===== src/rtl/gpu_axis_pkg.sv =====
// Shared types for the AXI-Stream memory writer: FSM state encoding and width helpers.
package gpu_axis_pkg;

    localparam int STATE_W    = 2;
    localparam int DEF_DATA_W = 32;
    localparam int DEF_KEEP_W = DEF_DATA_W / 8;

    typedef enum logic [STATE_W-1:0] {
        IDLE  = 2'd0,
        RECV  = 2'd1,
        DRAIN = 2'd2,
        DONE  = 2'd3
    } state_t;

    function automatic int keep_w_of(input int data_w);
        return data_w / 8;
    endfunction

endpackage


===== src/rtl/gpu_axis_addr_gen.sv =====
// Word address generator: loads the base, steps with silent wrap at 2^ADDR_W,
// and keeps a word counter that saturates at the programmed limit.
module gpu_axis_addr_gen #(
    parameter int ADDR_W = 12,
    parameter int CNT_W  = ADDR_W + 1
) (
    input  logic              clk,
    input  logic              reset,
    input  logic              i_load,
    input  logic [ADDR_W-1:0] i_base,
    input  logic              i_step,
    input  logic [CNT_W-1:0]  i_limit,
    output logic [ADDR_W-1:0] o_addr,
    output logic [CNT_W-1:0]  o_count
);

    logic [ADDR_W-1:0] r_addr;
    logic [CNT_W-1:0]  r_count;

    always_ff @(posedge clk) begin
        if (reset) begin
            r_addr  <= '0;
            r_count <= '0;
        end else if (i_load) begin
            r_addr  <= i_base;
            r_count <= '0;
        end else if (i_step) begin
            r_addr <= r_addr + ADDR_W'(1);
            if (r_count != i_limit) begin
                r_count <= r_count + CNT_W'(1);
            end
        end
    end

    assign o_addr  = r_addr;
    assign o_count = r_count;

endmodule


===== src/rtl/gpu_axis_mem_writer.sv =====
// AXI-Stream packet ingest into data memory with per-packet word limit and drain.
// Optional GPU_AXIS_TKEEP_EN: byte enables follow tkeep instead of all ones.
module gpu_axis_mem_writer
    import gpu_axis_pkg::*;
#(
    parameter  int DATA_W = 32,
    parameter  int ADDR_W = 12,
    localparam int KEEP_W = keep_w_of(DATA_W),
    localparam int CNT_W  = ADDR_W + 1
) (
    input  logic               gpu_clk,
    input  logic               reset,
    input  logic               cfg_start,
    input  logic [ADDR_W-1:0]  cfg_base_addr,
    input  logic [CNT_W-1:0]   cfg_max_words,
    input  logic [DATA_W-1:0]  axis_tdata,
    input  logic [KEEP_W-1:0]  axis_tkeep,
    input  logic               axis_tlast,
    input  logic               axis_tvalid,
    output logic               axis_tready,
    output logic [ADDR_W-1:0]  mem_addr,
    output logic [DATA_W-1:0]  mem_wr_data,
    output logic [KEEP_W-1:0]  mem_wr_en,
    output logic               busy,
    output logic               done,
    output logic               overflow,
    output logic [CNT_W-1:0]   word_count,
    output logic [STATE_W-1:0] dbg_state
);

    // Handshake: a beat transfers on a rising edge where axis_tvalid && axis_tready;
    // tready depends only on state, so it never combinationally follows tvalid.
    state_t            r_state, w_next;
    logic [CNT_W-1:0]  r_max_words;
    logic              r_overflow;
    logic [ADDR_W-1:0] r_mem_addr;
    logic [DATA_W-1:0] r_mem_wr_data;
    logic [KEEP_W-1:0] r_mem_wr_en;
    logic [KEEP_W-1:0] w_beat_en;
    logic [ADDR_W-1:0] w_cur_addr;
    logic [CNT_W-1:0]  w_word_count;
    logic              w_start_ok, w_beat, w_write, w_at_limit, w_set_ovf;

    assign w_start_ok  = cfg_start && (r_state == IDLE);
    assign axis_tready = (r_state == RECV) || (r_state == DRAIN);
    assign w_beat      = axis_tvalid && axis_tready;
    assign w_write     = w_beat && (r_state == RECV);
    assign w_at_limit  = (w_word_count + CNT_W'(1)) == r_max_words;

`ifdef GPU_AXIS_TKEEP_EN
    assign w_beat_en = axis_tkeep;
`else
    logic w_unused_tkeep;
    assign w_unused_tkeep = ^axis_tkeep;
    assign w_beat_en      = {KEEP_W{1'b1}};
`endif

    always_comb begin
        w_next    = r_state;
        w_set_ovf = 1'b0;
        case (r_state)
            IDLE: begin
                if (w_start_ok) begin
                    w_next = (cfg_max_words == '0) ? DRAIN : RECV;
                end
            end
            RECV: begin
                // tlast wins over the limit: a limit-hitting last beat is a clean finish
                if (w_beat) begin
                    if (axis_tlast) begin
                        w_next = DONE;
                    end else if (w_at_limit) begin
                        w_next    = DRAIN;
                        w_set_ovf = 1'b1;
                    end
                end
            end
            DRAIN: begin
                if (w_beat && axis_tlast) begin
                    w_next = DONE;
                end
            end
            DONE:    w_next = IDLE;
            default: w_next = IDLE;
        endcase
    end

    always_ff @(posedge gpu_clk) begin
        if (reset) begin
            r_state     <= IDLE;
            r_max_words <= '0;
            r_overflow  <= 1'b0;
        end else begin
            r_state <= w_next;
            if (w_start_ok) begin
                r_max_words <= cfg_max_words;
                r_overflow  <= (cfg_max_words == '0);
            end else if (w_set_ovf) begin
                r_overflow <= 1'b1;
            end
        end
    end

    // Registered write port: byte enables are live only in the cycle after acceptance
    always_ff @(posedge gpu_clk) begin
        if (reset) begin
            r_mem_addr    <= '0;
            r_mem_wr_data <= '0;
            r_mem_wr_en   <= '0;
        end else begin
            r_mem_wr_en <= w_write ? w_beat_en : '0;
            if (w_write) begin
                r_mem_addr    <= w_cur_addr;
                r_mem_wr_data <= axis_tdata;
            end
        end
    end

    gpu_axis_addr_gen #(
        .ADDR_W(ADDR_W),
        .CNT_W (CNT_W)
    ) u_addr_gen (
        .clk    (gpu_clk),
        .reset  (reset),
        .i_load (w_start_ok),
        .i_base (cfg_base_addr),
        .i_step (w_write),
        .i_limit(r_max_words),
        .o_addr (w_cur_addr),
        .o_count(w_word_count)
    );

    assign mem_addr    = r_mem_addr;
    assign mem_wr_data = r_mem_wr_data;
    assign mem_wr_en   = r_mem_wr_en;
    assign busy        = axis_tready;
    assign done        = (r_state == DONE);
    assign overflow    = r_overflow;
    assign word_count  = w_word_count;
    assign dbg_state   = r_state;

endmodule


===== config.mk =====
export PLATFORM = sky130hd
export DESIGN_NAME = gpu_axis_mem_writer
export DESIGN_NICKNAME = d
export VERILOG_FILES = /design/src/rtl/gpu_axis_pkg.sv /design/src/rtl/gpu_axis_addr_gen.sv /design/src/rtl/gpu_axis_mem_writer.sv
export SDC_FILE = /design/constraint.sdc
export NUM_CORES = 1
export LEC_CHECK = 0
export BUFFER_PORTS_ARGS = -buffer_cell sky130_fd_sc_hd__clkbuf_2
export CAP_MARGIN = 10
export CORE_MARGIN = 1.5
export CORE_UTILIZATION = 40
export CTS_BUF_LIST = sky130_fd_sc_hd__clkbuf_4 sky130_fd_sc_hd__clkbuf_8
export CTS_CLUSTER_SIZE = 24
export DETAILED_ROUTE_END_ITERATION = 7
export PLACE_DENSITY = 0.71
export SYNTH_ARGS = -nofsm -noshare
export SYNTH_HDL_FRONTEND = slang
export SYNTH_SLANG_ARGS = --single-unit

===== constraint.sdc =====
create_clock -name gpu_clk -period 4.6 [get_ports gpu_clk]
set_input_delay 0.92 -clock gpu_clk [delete_from_list [all_inputs] [get_ports gpu_clk]]
set_output_delay 0.92 -clock gpu_clk [all_outputs]
set_load 0.02 [all_outputs]

==> reports/summary.txt, run 1 <==
Synthesized area per cell: 7.90 µm²
Final worst slack: 1.86 ns
Initial Util: 40.8%
Fmax: 365 MHz
Worst setup SP type: flop
First-pass GRT wire length: 15500 µm
CTS clk-pin slew, worst paths: 0.08 ns
Status: finished, final reports clean
Setup Viol. Count Final: 0
Max VDD drop: 0.211 mV
Final HPWL from detailed placement: 7020 µm
Htree depth: 3
Die Wd: 102 µm
Critical Path AT: 3.00 ns
Worst Setup Path Type: reg -> reg
Power per cell area: 410 nW/µm²
Row cnt: 36
Aggregate global routing overflow: 0
Yosys warnings: 0
I/O Buffers: 128
Die area: 10500 µm²
Post-route antenna net violation count: 0
Nets@finish: 678
Antenna violations before repair: 0
Io pins: 133
Longest Clk Path Bufs: 2
Netlist cell types: 47
Root Buffer: clkbuf_8
Overall Global Routing Usage: 18.8%
Share of layout cells above drive strength 1: 25.6%
LEAKAGE: 2.02 nW
Unrepaired setup endpoints after global routing: no
Post-layout util: 50.3%
Mapped Cells: 500
Number of antenna cells inserted: 0
# fillers: 950
Switching Fraction: 31.1%
Clock Latency Late Sink: 0.34 ns
Hold slack: 0.457 ns
Final Cycle Share: 59.6%
DP Worst Slack: 1.82 ns
Crit end category: flop
Area grow syn2layout: 23.3%
Drt drc: 0
CTS tree: done
CTS buffer count: 9
WL final: 9700 µm
Vias: 3690
Clock Skew: 0.00776 ns
Cts repair resizes: 0
Vias in the first global route: 3372
Register share of total power: 43.7%
Seq cells post-synth: 86
Per-cell routed wire length: 13.0 µm
Core Footprint: 9680 µm²
Most frequent cells in the layout: nand2_1 (134), clkbuf_2 (128), dfxtp_1 (86)
Setup_tns: 0 ns
Tmin final: 2.74 ns
Commonest non-fill, non-tap cell in the layout: nand2_1
Vias per cell: 4.97
Max-Cap Viols: 0
Die height: 102 µm
Post-synthesis sequential area ratio: 43.6%
Top FF cell, synth: dfxtp_1
Flip-flop and latch area: 1720 µm²
Slew Limit Headroom: 25.1%
Async S/R FF share, synth: 0%
Syn Nets: 573
Mapped cell area: 3950 µm²
Pint: 1.38 mW
Clk pwr share: 33.0%
Worst Hold Class: reg -> reg
Final max-slew violation count: 0
Largest net degree at the start of global routing: 48
Worst-path maximum fanout: 12
Post-CTS Setup Bufs: 0
Detailed Route Iter0 Violations: 107
Clk sinks: 86
DR pass1 iterations: 4
Gp weighted congestion: 0.914
Least-Margin Pin Slew: 1.11 ns
Area occupied by multi-input gates: 2030 µm²
Post-cts hold buffer count: 0
Worst EP required: 4.86 ns
Hold Violations, Final: 0
EDFF count, synth: 0
Logic pwr share: 23.3%
P_sw: 622 µW
[power groups by stage]
stage	logic, mW	clock network, mW	registers, mW
2_1_floorplan	0.312	0	0.914
3_3_place_gp	0.455	0	0.886
3_5_place_dp	0.466	0	0.891
4_1_cts	0.468	0.679	0.873
5_1_grt	0.520	0.713	0.883
6_report	0.466	0.659	0.873
[per-layer routing]
layer  routed length (µm)  up-vias  GRT usage (%)
li1                     -     1874              -
met1                 4290     1695           23.5
met2                 4590      112           30.3
met3                  731        9           6.36
met4                   87        0           6.53
met5                    0        -              0
[worst paths after layout]
path                               from                    end  slack [ns]  cells past startpoint
setup / recovery  u_addr_gen.o_count[9]  u_addr_gen.o_count[7]        1.86                      6
hold reg to reg         mem_wr_data[22]        mem_wr_data[22]        0.46                      2
setup reg to reg  u_addr_gen.o_count[9]  u_addr_gen.o_count[7]        1.86                      6
hold / removal          mem_wr_data[22]        mem_wr_data[22]        0.46                      2
[critical path: stages, from the launching register on]
cell     delay, ns
dfxtp_1       0.51
xor2_1        0.41
nor4b_1       0.11
a41oi_1       0.93
nand2_1       0.23
or3_1         0.35
a21oi_1       0.14
[per-stage QoR]
stage / area (µm²) / power (mW) / instances
floorplan: 3950 / 1.23 / 500
CTS: 4870 / 2.02 / 743
detailed placement: 4610 / 1.36 / 727
finish: 4870 / 2.00 / 743
global route: 4870 / 2.12 / 743
global placement: 4610 / 1.34 / 727
[final cells by class]
class | instances | share of cell area (%)
multi-input cells | 368 | 41.6
flip-flops and latches | 86 | 35.3
repair buffers | 132 | 13.8
well taps | 133 | 3.42
clock buffers | 11 | 3.11
clock inverters | 5 | 2.16
inverters | 8 | 0.616
[registers in the layout (all words and copies together) (netlist names)]
name / count
overflow: 1
mem_wr_data: 32
r_max_words: 13
u_addr_gen.o_addr: 12
mem_addr: 12
u_addr_gen.o_count: 13
dbg_state: 2
mem_wr_en: 1
[logic make-up (layout without fill, tap and decap cells)]
group           Yosys count  count (layout)  synth area share [%]
buf+inv                  46             156                  5.29
simple gates            223             223                  24.8
xor+xnor                 41              41                  9.09
mux                       4               4                  1.14
compound gates           93              93                  13.9
fa+ha+maj                 7               7                  2.22
flops                    86              86                  43.6
[synth_stat cells, types with 2 or more instances]
cell | instances | area, µm²
xnor2_1 | 15 | 131
clkbuf_1 | 25 | 93.8
buf_6 | 2 | 22.5
mux2i_1 | 3 | 30.0
nand2_1 | 134 | 503
nor4_1 | 5 | 31.3
nor2_1 | 37 | 139
nand3_1 | 9 | 45.0
nand2b_1 | 3 | 18.8
and3_1 | 5 | 31.3
xor2_1 | 26 | 228
nand4_1 | 11 | 68.8
buf_1 | 4 | 15.0
inv_1 | 8 | 30.0
a211oi_1 | 15 | 113
nor3_1 | 3 | 15.0
o21ai_0 | 3 | 15.0
ha_1 | 7 | 87.6
or3_1 | 2 | 12.5
dfxtp_1 | 86 | 1720
a311oi_1 | 2 | 17.5
buf_4 | 5 | 37.5
nor2b_1 | 2 | 12.5
a21oi_1 | 63 | 315
a31oi_1 | 2 | 12.5
nor3b_1 | 2 | 15.0
Note: power is estimated with default switching activity, not from simulation.
==> run 2: changes to the inputs <==
- PLACE_DENSITY: 0.71 -> 0.73
- clock period: 4.6 -> 2.35 ns (I/O delays scaled with it)
==> reports/summary.txt, run 2 (same netlist as run 1, synthesis figures left out) <==
# fillers: 938
Setup_tns: 0 ns
Largest register FFs: 32
CTS buffer count: 9
Per-cell routed wire length: 13.0 µm
Setup crit start: u_addr_gen.o_count[0]
Clock Skew: 0.00550 ns
Slew Limit Headroom: 62.2%
Status: finished, final reports clean
Placed instance area: 4760 µm²
Post-layout util: 51.6%
Commonest non-fill, non-tap cell in the layout: nand2_1
Unrepaired setup endpoints after global routing: no
CTS tree: done
Final HPWL from detailed placement: 7360 µm
CTS clk-pin slew, worst paths: 0.08 ns
Max-Cap Viols: 0
Power per cell area: 739 nW/µm²
Longest Clk Path Bufs: 2
Tmin final: 2.23 ns
Initial Util: 40.8%
Final Cycle Share: 94.9%
Aggregate global routing overflow: 0
Io pins: 133
Worst-path maximum fanout: 4
Worst setup SP type: flop
Worst EP required: 2.59 ns
Critical Path AT: 2.47 ns
Largest net degree at the start of global routing: 49
Drt drc: 0
Post-CTS Setup Bufs: 0
Vias per cell: 4.99
Most frequent cells in the layout: nand2_1 (134), clkbuf_2 (128), dfxtp_1 (86)
Area occupied by multi-input gates: 2060 µm²
Least-Margin Pin Slew: 0.566 ns
Row cnt: 36
Final max-slew violation count: 0
Post-cts hold buffer count: 0
Worst Setup Path Type: reg -> reg
Antenna violations before repair: 0
DP Worst Slack: -0.0214 ns
First-pass GRT wire length: 15900 µm
I/O Buffers: 128
WL final: 9920 µm
Die height: 102 µm
Fmax: 448 MHz
Hold Violations, Final: 0
Number of antenna cells inserted: 0
Core Footprint: 9680 µm²
Flip-flop and latch area: 1720 µm²
Htree depth: 3
Placed cells: 747
Setup Viol. Count Final: 0
Nets@finish: 698
Die Wd: 102 µm
Detailed Route Iter0 Violations: 139
DR pass1 iterations: 4
Non-Filler Instances: 762
Clk sinks: 86
Die area: 10500 µm²
Fin area: 4990 µm²
Final worst slack: 0.119 ns
Crit end category: flop
Reg-to-Reg Start: u_addr_gen.o_count[0]
Root Buffer: clkbuf_8
Area grow syn2layout: 26.4%
Clock Latency Late Sink: 0.35 ns
Hold slack: 0.330 ns
Gp weighted congestion: 0.932
Worst Hold Class: in -> reg
Post-route antenna net violation count: 0
Overall Global Routing Usage: 19.4%
Hold Crit Start: axis_tdata[17]
Share of layout cells above drive strength 1: 28.3%
Max VDD drop: 0.369 mV
LEAKAGE: 2.10 nW
Vias: 3806
Vias in the first global route: 3444
Tot Pwr: 3.69 mW
run 2: area by class of cell:
cell class / instances / share of cell area, %
multi-input cells: 368 / 41.2
repair buffers: 152 / 16.5
inverters: 8 / 0.602
clock buffers: 11 / 2.91
flip-flops and latches: 86 / 34.5
well taps: 133 / 3.33
clock inverters: 4 / 0.952
run 2: worst max-delay path, stage by stage, from the launching register on:
cell and delay (ns):
dfxtp_1 0.42, buf_4 0.16, nand3_1 0.10, nor4_1 0.37
xor2_1 0.18, o2111ai_1 0.17, a2111oi_4 0.31, o21ai_2 0.12
mux2_4 0.30
run 2: where the power goes:
part	total, mW	internal, mW	switching (mW)
Clock	1.03	0.523	0.510
Sequential	1.71	1.59	0.116
Combinational	0.946	0.360	0.586
Total	3.69	2.48	1.21
run 2: repair_timing:
item | in CTS | in global routing
pin swaps | 1 | 1
endpoints found under the setup margin | 1 | 3
gates resized for setup | 2 | 5
run 2: worst paths after layout:
kind                     end  slack [ns]  cells past startpoint
min          mem_wr_data[17]        0.33                      3
max             dbg_state[1]        0.12                      8
min reg2reg  mem_wr_data[30]        0.45                      2
max reg2reg     dbg_state[1]        0.12                      8
run 2: layer usage:
metal	part of all wire, %	wire length, µm	vias to the layer above	global-route usage, %
li1	-	-	1913	-
met1	44	4400	1771	25.0
met2	48	4740	116	30.3
met3	7.2	715	6	6.57
met4	0.69	68	0	6.95
met5	0	0	-	0
==> run 3: changes to the inputs <==
- CORE_UTILIZATION: 40 -> 47
- PLACE_DENSITY: 0.73 -> 0.78
==> reports/summary.txt, run 3 (same netlist as run 1, synthesis figures left out) <==
CTS buffer count: 9
Initial Util: 48.3%
Post-cts hold buffer count: 0
Final Cycle Share: 97.3%
Tmin final: 2.29 ns
Die height: 94.7 µm
# fillers: 734
Area grow syn2layout: 27.0%
Post-layout util: 61.4%
Detailed Route Iter0 Violations: 174
Largest register FFs: 32
Clock Latency Late Sink: 0.36 ns
R2R Setup Slk: 0.06 ns
Number of antenna cells inserted: 0
I/O Buffers: 128
Commonest non-fill, non-tap cell in the layout: nand2_1
Overall Global Routing Usage: 22.7%
First-pass GRT wire length: 16000 µm
Max VDD drop: 0.343 mV
Worst EP required: 2.59 ns
Longest Clk Path Bufs: 2
Antenna violations before repair: 0
Nets@finish: 700
LEAKAGE: 2.14 nW
Crit end category: flop
Vias in the first global route: 3534
Final HPWL from detailed placement: 7290 µm
Post-route antenna net violation count: 0
WL final: 9990 µm
Core Footprint: 8180 µm²
CTS clk-pin slew, worst paths: 0.10 ns
Per-cell routed wire length: 13.6 µm
Htree depth: 3
Setup_tns: 0 ns
Fmax: 437 MHz
CTS tree: done
Largest net degree at the start of global routing: 53
Slew Limit Headroom: 63.2%
Worst Setup Path Type: reg -> reg
Hold Violations, Final: 0
Root Buffer: clkbuf_8
Max-Cap Viols: 0
Drt drc: 0
Power per cell area: 746 nW/µm²
Die Wd: 94.7 µm
Setup Viol. Count Final: 0
Hold endpoint: mem_wr_data[28]
Row cnt: 33
R2r endpoint: dbg_state[1]
Unrepaired setup endpoints after global routing: yes
Status: finished, final reports clean
Least-Margin Pin Slew: 0.552 ns
Worst setup SP type: flop
Reg-to-Reg Start: u_addr_gen.o_count[0]
Share of layout cells above drive strength 1: 29.6%
Clk sinks: 86
Critical Path AT: 2.53 ns
Die area: 8960 µm²
Hold Crit Start: axis_tdata[28]
Hold Path Cell Cnt: 3
Io pins: 133
Worst-path maximum fanout: 4
DR pass1 iterations: 4
Clock Skew: 0.0124 ns
Tot Pwr: 3.74 mW
Worst Hold Class: in -> reg
Vias per cell: 5.26
Gp weighted congestion: 0.877
Final max-slew violation count: 0
Register-to-Register Path Depth: 9
Vias: 3874
Most frequent cells in the layout: nand2_1 (134), clkbuf_2 (128), dfxtp_1 (82)
Aggregate global routing overflow: 0
## run 3: cell count changes in the layout (fill, tap and decap cells not counted), sizes merged
| cell | change |
|---|---|
| buf | +2 |
| clkinvlp | -1 |
| clkinv | +4 |
| clkbuf | -2 |
## run 3: layout make-up
class / count / area [µm²] / area share [%]
clock inverter: 7 / 75.1 / 1.50
sequential: 86 / 1730 / 34.6
tap: 105 / 131 / 2.62
clock buffer: 9 / 124 / 2.47
timing repair buffer: 154 / 840 / 16.7
inverter: 8 / 30.0 / 0.599
multi-input combinational: 368 / 2080 / 41.5
## run 3: metrics by stage
stage          hold slack, ns  setup slack [ns]  std cells  area (µm²)
2_1_floorplan           0.444            0.0338        500        3950
3_3_place_gp            0.442            0.0506        720        4740
3_5_place_dp            0.447            0.0272        720        4740
4_1_cts                 0.315           0.00747        736        4940
5_1_grt                 0.323           -0.0285        737        5020
6_report                0.325            0.0627        737        5020
## run 3: worst max-delay path, stage by stage, from the launching register on
cell and delay [ns]:
dfxtp_4 0.37, buf_4 0.14, and3_1 0.17, and3_4 0.20, o21a_1 0.16, a211o_1 0.30
a2111oi_4 0.31, buf_4 0.17, o21ai_2 0.06, mux2_4 0.30
## run 3: worst max path at each step
stage                                     start            to  slack [ns]  cells after the start
after CTS                 u_addr_gen.o_count[0]  dbg_state[1]       0.007                      9
after global placement    u_addr_gen.o_count[0]  dbg_state[1]        0.05                      9
after floorplan           u_addr_gen.o_count[0]  dbg_state[1]        0.03                      8
after global routing      u_addr_gen.o_count[3]  dbg_state[1]       -0.03                      9
after detailed placement  u_addr_gen.o_count[0]  dbg_state[1]        0.03                      9
final                     u_addr_gen.o_count[0]  dbg_state[1]        0.06                      9
## run 3: report_power, final
| part | leakage, nW | switching, mW | internal (mW) |
|---|---|---|---|
| Combinational | 1.33 | 0.600 | 0.380 |
| Clock | 0.103 | 0.559 | 0.495 |
| Sequential | 0.702 | 0.119 | 1.59 |
| Total | 2.14 | 1.28 | 2.47 |
## run 3: what timing repair did
item                                    CTS  global route
gates resized for setup                   0            18
endpoints found under the setup margin    0             4
setup buffers                             0             1
## run 3: layer usage
metal | vias to the layer above | routed length (µm) | track usage [%] | part of all wire, %
met1 | 1797 | 4390 | 28.7 | 44
li1 | 1923 | - | - | -
met5 | - | 0 | 0 | 0
met3 | 17 | 728 | 5.72 | 7.3
met2 | 137 | 4680 | 36.7 | 47
met4 | 0 | 197 | 9.70 | 2.0
